<file path="src/rtl/exposure_ctrl.sv">
`default_nettype none
// ============================================================================
// Module   : exposure_ctrl
// Brief    : Capture sequencer: exposure setting, timer handshake and
//            two-row pixel readout with ADC strobes.
// Revision : 1.0
// ============================================================================
module exposure_ctrl #(
    parameter int EXP_MIN     = 2,
    parameter int EXP_MAX     = 30,
    parameter int EXP_DEFAULT = 16
) (
    input  logic       clk,
    input  logic       reset_n,
    input  logic       i_init,
    input  logic       i_exp_increase,
    input  logic       i_exp_decrease,
    input  logic       i_ex_done,
    output logic       o_ex_set,
    output logic       o_ex_start,
    output logic [4:0] o_exp_time,
    output logic       o_erase,
    output logic       o_expose,
    output logic       o_nre_1,
    output logic       o_nre_2,
    output logic       o_adc,
    output logic       o_busy
);

    localparam logic [1:0] c_IDLE    = 2'd0;
    localparam logic [1:0] c_SET     = 2'd1;
    localparam logic [1:0] c_EXPOSE  = 2'd2;
    localparam logic [1:0] c_READOUT = 2'd3;

    localparam logic [4:0] c_EXP_MIN     = EXP_MIN[4:0];
    localparam logic [4:0] c_EXP_MAX     = EXP_MAX[4:0];
    localparam logic [4:0] c_EXP_DEFAULT = EXP_DEFAULT[4:0];
    localparam logic [2:0] c_STEP_LAST   = 3'd7;

    logic [1:0] r_state;
    logic [2:0] r_step;
    logic [4:0] r_exp_time;
    logic       r_inc_prev;
    logic       r_dec_prev;
    logic       r_inc_edge;
    logic       r_dec_edge;

    logic       w_adjust;
    logic       w_inc_only;
    logic       w_dec_only;
    logic       w_readout;

    // Edges detected while not idle are dropped, not queued for later.
    assign w_adjust   = (r_state == c_IDLE) && !i_init;
    assign w_inc_only = r_inc_edge && !r_dec_edge;
    assign w_dec_only = r_dec_edge && !r_inc_edge;

    always_ff @(posedge clk or negedge reset_n) begin
        if (!reset_n) begin
            r_inc_prev <= 1'b0;
            r_dec_prev <= 1'b0;
            r_inc_edge <= 1'b0;
            r_dec_edge <= 1'b0;
        end else begin
            r_inc_prev <= i_exp_increase;
            r_dec_prev <= i_exp_decrease;
            r_inc_edge <= i_exp_increase && !r_inc_prev;
            r_dec_edge <= i_exp_decrease && !r_dec_prev;
        end
    end

    always_ff @(posedge clk or negedge reset_n) begin
        if (!reset_n) begin
            r_exp_time <= c_EXP_DEFAULT;
        end else if (w_adjust && w_inc_only) begin
            if (r_exp_time >= c_EXP_MAX) begin
                r_exp_time <= c_EXP_MAX;
            end else begin
                r_exp_time <= r_exp_time + 5'd1;
            end
        end else if (w_adjust && w_dec_only) begin
            if (r_exp_time <= c_EXP_MIN) begin
                r_exp_time <= c_EXP_MIN;
            end else begin
                r_exp_time <= r_exp_time - 5'd1;
            end
        end
    end

    always_ff @(posedge clk or negedge reset_n) begin
        if (!reset_n) begin
            r_state <= c_IDLE;
            r_step  <= 3'd0;
        end else begin
            case (r_state)
                c_IDLE: begin
                    if (i_init) begin
                        r_state <= c_SET;
                    end
                end
                c_SET: begin
                    r_state <= c_EXPOSE;
                end
                c_EXPOSE: begin
                    if (i_ex_done) begin
                        r_state <= c_READOUT;
                        r_step  <= 3'd0;
                    end
                end
                c_READOUT: begin
                    if (r_step == c_STEP_LAST) begin
                        r_state <= c_IDLE;
                        r_step  <= 3'd0;
                    end else begin
                        r_step <= r_step + 3'd1;
                    end
                end
                default: begin
                    r_state <= c_IDLE;
                    r_step  <= 3'd0;
                end
            endcase
        end
    end

    // Pure decode of registered state so reset drives outputs immediately.
    assign w_readout  = (r_state == c_READOUT);
    assign o_busy     = (r_state != c_IDLE);
    assign o_erase    = (r_state == c_IDLE);
    assign o_ex_set   = (r_state == c_SET);
    assign o_ex_start = (r_state == c_EXPOSE);
    assign o_expose   = (r_state == c_EXPOSE);
    assign o_exp_time = r_exp_time;
    assign o_nre_1    = !(w_readout && (r_step <= 3'd2));
    assign o_nre_2    = !(w_readout && (r_step >= 3'd4) && (r_step <= 3'd6));
    assign o_adc      = w_readout && ((r_step == 3'd1) || (r_step == 3'd5));

endmodule
`default_nettype wire

</file>
<file path="config.mk">
export PLATFORM = sky130hd
export DESIGN_NAME = exposure_ctrl
export DESIGN_NICKNAME = d
export VERILOG_FILES = /design/src/rtl/exposure_ctrl.sv
export SDC_FILE = /design/constraint.sdc
export NUM_CORES = 1
export LEC_CHECK = 0
export BUFFER_PORTS_ARGS = -buffer_cell sky130_fd_sc_hd__buf_2
export CELL_PAD_IN_SITES_DETAIL_PLACEMENT = 2
export CELL_PAD_IN_SITES_GLOBAL_PLACEMENT = 2
export CORE_AREA = 2 2 56 58
export CTS_CLUSTER_SIZE = 40
export DETAILED_ROUTE_END_ITERATION = 8
export DIE_AREA = 0 0 58 60
export PLACE_DENSITY = 0.81
export SLEW_MARGIN = 20
export SYNTH_ARGS = -nofsm -noshare
export SYNTH_HDL_FRONTEND = slang
export SYNTH_SLANG_ARGS = --single-unit
</file>
<file path="constraint.sdc">
create_clock -name clk -period 3.6 [get_ports clk]
set_input_delay 0.36 -clock clk [delete_from_list [all_inputs] [get_ports clk]]
set_output_delay 0.36 -clock clk [all_outputs]
set_load 0.02 [all_outputs]
</file>
# Word-level counts from Yosys, hierarchy flattened
# Cells that the tools add are included.
[totals]
ff_bits = 14
inputBits = 6
out_inout_bits = 13
wordCells = 60
[op_classes]
n_addsub = 3
n_lt_le_gt_ge = 5
eq_ne = 9
mux = 11
n_reduce_logical = 25
[ops]
columns = ["op", "count"]
rows = [
  ["$mux W5", 4],
  ["$logic_and A1 B1 Y1", 11],
  ["$pmux W2 S4", 1],
  ["$logic_not A1 Y1", 7],
  ["$eq A3 B3 Y1 const B", 2],
  ["$mux W2", 3],
  ["$mux W3", 2],
  ["$pmux W3 S2", 1],
  ["$reduce_bool A2 Y1", 3],
  ["$add A5 B1 Y5 const B", 1],
  ["$ge A5 B5 Y1 const B", 1],
  ["$le A5 B2 Y1 const B", 1],
  ["$sub A5 B1 Y5 const B", 1],
  ["$eq A2 B2 Y1 const B", 2],
  ["$ne A2 B2 Y1 const B", 2],
  ["$add A3 B1 Y3 const B", 1],
  ["$eq A3 B1 Y1 const B", 1],
  ["$ge A3 B3 Y1 const B", 1],
  ["$le A3 B2 Y1 const B", 1],
  ["$le A3 B3 Y1 const B", 1],
  ["$reduce_and A3 Y1", 1],
  ["$eq A2 B1 Y1 const B", 1],
  ["$logic_not A2 Y1", 1],
  ["$ne A2 B1 Y1 const B", 1],
  ["other kinds (2)", 2],
]

# Logic depth before layout (Yosys ltp)
[depth]
ltp_word = 5
depth_mapped = 7

# Worst setup path after synthesis
# OpenSTA, ideal clock, no wires.
[synth_timing]
kind = "register to register"
startpoint = "register r_state[0]"
endpoint = "register r_exp_time[3] (netlist: o_exp_time[3])"
setup_time_ps = 131
arrival_ps = 1757
required_time_ps = 3469
path_slack_ps = 1712
stages_incl_launch_ff = 7
path_buffers = 0
period_less_slack_ps = 1888
cell_sequence = "dfrtp_1 > inv_1 > ha_1 > nor4bb_4 > or3_1 > o211a_1 > or3_1"
[synth_between]
elab_chain_cells = 4
word_cells_on_any_way = 6
[synth_rtl]
columns = ["item", "line", "rtl"]
rows = [
  ["start, declared", "40", "logic [1:0] r_state;"],
  ["start signal, assigned", "92", "r_state <= c_IDLE;"],
  ["start signal, assigned", "98", "r_state <= c_SET;"],
  ["start signal, assigned", "102", "r_state <= c_EXPOSE;"],
  ["$logic_not A2 Y1 *", "-", ""],
  ["net o_erase", "22", "output logic o_erase,"],
  ["$logic_and A1 B1 Y1 *", "54", "assign w_adjust = (r_state == c_IDLE) && !i_init;"],
  ["$logic_and A1 B1 Y1 (on tied branches)", "75, 81", ""],
  ["$mux W5 / $reduce_bool A2 Y1 (equally long branches)", "-", ""],
  ["end signal, assigned", "74", "r_exp_time <= c_EXP_DEFAULT;"],
  ["end signal, assigned", "77", "r_exp_time <= c_EXP_MAX;"],
  ["end signal, assigned", "79", "r_exp_time <= r_exp_time + 5'd1;"],
  ["end, declared", "42", "logic [4:0] r_exp_time;"],
]
# Mark *: on every way through the listed nets, which the timed path passes. The rest lies on a longest branch.
# A chain may end at the register's enable or synchronous reset.

# Worst setup path after layout
[layout_timing]
startpoint = "register r_state[0]"
endpoint = "register r_exp_time[3] (netlist: o_exp_time[3])"
[layout_between]
elab_chain_cells = 4
word_cells_on_any_way = 6
[layout_rtl]
columns = ["item", "line"]
rows = [
  ["$logic_not A2 Y1 *", "54"],
  ["$logic_and A1 B1 Y1 *", "54"],
  ["$logic_and A1 B1 Y1 (on tied branches)", "75, 81"],
  ["$mux W5 / $reduce_bool A2 Y1 (equally long branches)", "-"],
]
# Mark *: on every way between the ends. The rest lies on a longest branch, timed or not.

==> flow_metrics.env <==
export IMPL_synth_top_area_share_pct=32.62
export IMPL_finalCriticalPeriod_ns=2.035
export IMPL_yosys_top_cells_area="dfrtp_1, ha_1, inv_1"
export IMPL_vias=810
export IMPL_leakagePower_nw=0.5340
export IMPL_drv_cap=0
export IMPL_clockPowerShare_pct=10.1
export IMPL_cts_reportedPaths_clkPinSlew_ns=0.09
export IMPL_grt_remaining_overflow=0
export IMPL_rsz0062_at_grt="no"
export IMPL_post_cts_resized=0
export IMPL_gp_congestion=0.7663
export IMPL_cts_tree="built"
export IMPL_worst_hold_slack_ns=0.1981
export IMPL_cts_root_buf="clkbuf_4"
export IMPL_syn2layout_area_growth_pct=11.54
export IMPL_rows=20
export IMPL_grt_max_degree=15
export IMPL_dieArea_mm2=0.003480
export IMPL_crit_type="flip-flop to flip-flop"
export IMPL_routedWlPerCell_um=15.79
export IMPL_routed_via_density=5.400
export IMPL_wl_met3_um=44
export IMPL_antenna_cells=0
export IMPL_synth_distinct_cells=37
export IMPL_cts_made_buffers=3
export IMPL_synth_edff_count=0
export IMPL_postRouteAntennaNets=0
export IMPL_holdPathStages=1
export IMPL_crit_arrival_ns=2.20
export IMPL_ys_flop_type="dfrtp_1"
export IMPL_power_frac_comb_pct=55.4
export IMPL_synth_common_cells="dfrtp_1, ha_1, inv_1"
export IMPL_avgSynthCellArea_um2=9.972
export IMPL_post_cts_buffers=0
export IMPL_cts_buffer_depth=2
export IMPL_syn_nets=118
export IMPL_async_reset_ff_share_pct=100.0
export IMPL_dr_pass1_iters=4
export IMPL_syn_area_um2=997.2
export IMPL_status="completed"
export IMPL_boundaryPins=19
export IMPL_hp_class="primary input to flip-flop"
export IMPL_cp_data_required_time_ns=3.76
export IMPL_postSynthCellCount=100
export IMPL_net_switching_power_mw=0.4559
export IMPL_route_detailed_drc=0
export IMPL_initial_core_util_pct=34.35
export IMPL_yosysTopAreaCell="dfrtp_1"
export IMPL_finalHoldViolations=0
export IMPL_synth_most_common_cell="dfrtp_1"
export IMPL_cp_end_kind="flip-flop"
export IMPL_antenna_found_initial=0
export IMPL_drtIter0Drc=25
export IMPL_setup_viol=0
export IMPL_rr_worst_depth=6
export IMPL_die_width_um=58
export IMPL_fmax_mhz=491.5
export IMPL_hpwl_um=1855
export IMPL_maxSlewViolCount=0
export IMPL_ys_seq_elements=14
export IMPL_grt_pass1_vias=855
export IMPL_fin_crit_sh_pct=56.52
export IMPL_coreArea_mm2=0.002903
export IMPL_die_h_um=60
export IMPL_grt_pass1_wl_um=4105
export IMPL_ys_seq_area_share_pct=35.26
export IMPL_power_frac_seq_pct=34.5
export IMPL_cp_start_kind="flip-flop"
export IMPL_cp_max_fo=11
export IMPL_nets=136
export IMPL_met1_length_um=1090
export IMPL_num_fill_cells=331
export IMPL_clock_sinks=14
export IMPL_ctsHtreeMaxLevel=1
export IMPL_finalWirelength_um=2369
export IMPL_final_setup_tns_ns=0
export IMPL_swShare_pct=49.35
export IMPL_slew_headroom_pct=60.35
export IMPL_peakVddDrop_mv=0.3961
export IMPL_power_internal_mw=0.4680
export IMPL_met2_length_um=1220
export IMPL_drive_gt1_share_pct=21.37
export IMPL_grt_use_total_pct=15.63
export IMPL_skew_ns=0.002755
export IMPL_clock_latency_ns=0.27
export IMPL_tightest_slew_ns=0.5939
export IMPL_p_per_area_mw_per_mm2=830.6
export IMPL_synth_warnings=0
export IMPL_portBuffers=18
export IMPL_routed_top_layer="met4"
sequential cells by signal, indices dropped and copies added (netlist names):
signal and count:
o_exp_time 5, r_step 3, r_state 2, r_dec_edge 1, r_dec_prev 1, r_inc_edge 1, r_inc_prev 1
placed cells by master, fill, tap and decap left out, types with 2 or more instances in the layout:
cell type,netlist,layout
ha_1,12,12
clkbuf_4,0,3
o32a_1,2,2
or3_1,2,2
o211ai_1,2,2
a32o_1,2,2
nor2b_1,4,4
a21o_1,3,3
o21ai_0,5,5
a41oi_1,2,2
buf_2,0,18
nand2b_1,3,3
a21oi_1,5,5
nor2_1,4,4
inv_1,10,10
nand2_1,6,6
dfrtp_1,13,13
what timing repair did:
item | 4_1_cts | 5_1_grt
endpoints found under the hold margin | 13 | 0
endpoints found under the setup margin | 0 | 0
hold buffers | 1 | 0
final timing paths:
path,start,end,slack (ns)
hold reg to reg,r_inc_prev,r_inc_edge,0.40
setup / recovery,r_state[0],o_exp_time[3],1.57
setup reg to reg,r_state[0],o_exp_time[3],1.57
max in group asynchronous,reset_n,o_exp_time[4],2.80
min in group asynchronous,reset_n,r_step[2],0.51
hold / removal,i_exp_increase,r_inc_prev,0.20
layer usage:
metal / GRT usage (%) / vias to the layer above
met2: 27.27 / 10
met1: 19.44 / 408
met5: 0 / -
li1: - / 390
met4: 5.648 / 0
met3: 2.597 / 2
power groups by stage:
stage | sequential [mW] | clock, mW | combinational (mW)
after floorplan | 0.303 | 0 | 0.399
after global placement | 0.314 | 0 | 0.493
after detailed placement | 0.322 | 0 | 0.516
after CTS | 0.318 | 0.100 | 0.522
after global routing | 0.335 | 0.104 | 0.582
final | 0.319 | 0.0931 | 0.512
cells by family (layout without fill, tap and decap cells):
logic type	Yosys count	in the layout	share of synthesized area, %
flip-flops	14	14	35.26
XOR/XNOR	1	1	0.8785
AO/OA/AOI/OAI	27	27	19.82
multiplexers	1	1	1.129
AND/OR/NAND/NOR	29	29	18.82
buffers and inverters	16	33	9.033
adder cells (fa/ha/maj)	12	12	15.06
stage by stage:
stage | utilization (%) | setup WS [ns] | instance area, um^2 | std cells | total power, mW
3_3_place_gp | 37.07 | 1.684 | 1076 | 145 | 0.8067
3_5_place_dp | 37.07 | 1.569 | 1076 | 145 | 0.8384
4_1_cts | 38.32 | 1.536 | 1112 | 150 | 0.9403
5_1_grt | 38.32 | 1.380 | 1112 | 150 | 1.020
2_1_floorplan | - | 1.712 | 997.2 | 100 | 0.7021
6_report | 38.32 | 1.565 | 1112 | 150 | 0.9239
layout make-up:
| class | instances | area [um^2] | share of cell area (%) |
|---|---|---|---|
| inverters | 10 | 37.54 | 3.375 |
| multi-input cells | 70 | 555.5 | 49.94 |
| clock buffers | 4 | 26.28 | 2.362 |
| well taps | 33 | 41.29 | 3.712 |
| repair buffers | 19 | 100.1 | 8.999 |
| flip-flops and latches | 14 | 351.6 | 31.61 |
critical path, cell delays in order, from the launching register on:
cell,delay (ns)
dfrtp_1,0.42
inv_1,0.12
ha_1,0.25
nor4bb_4,0.54
nand3_2,0.12
o211a_1,0.14
or3_1,0.33
No activity file was read; power rests on OpenSTA's default activity.
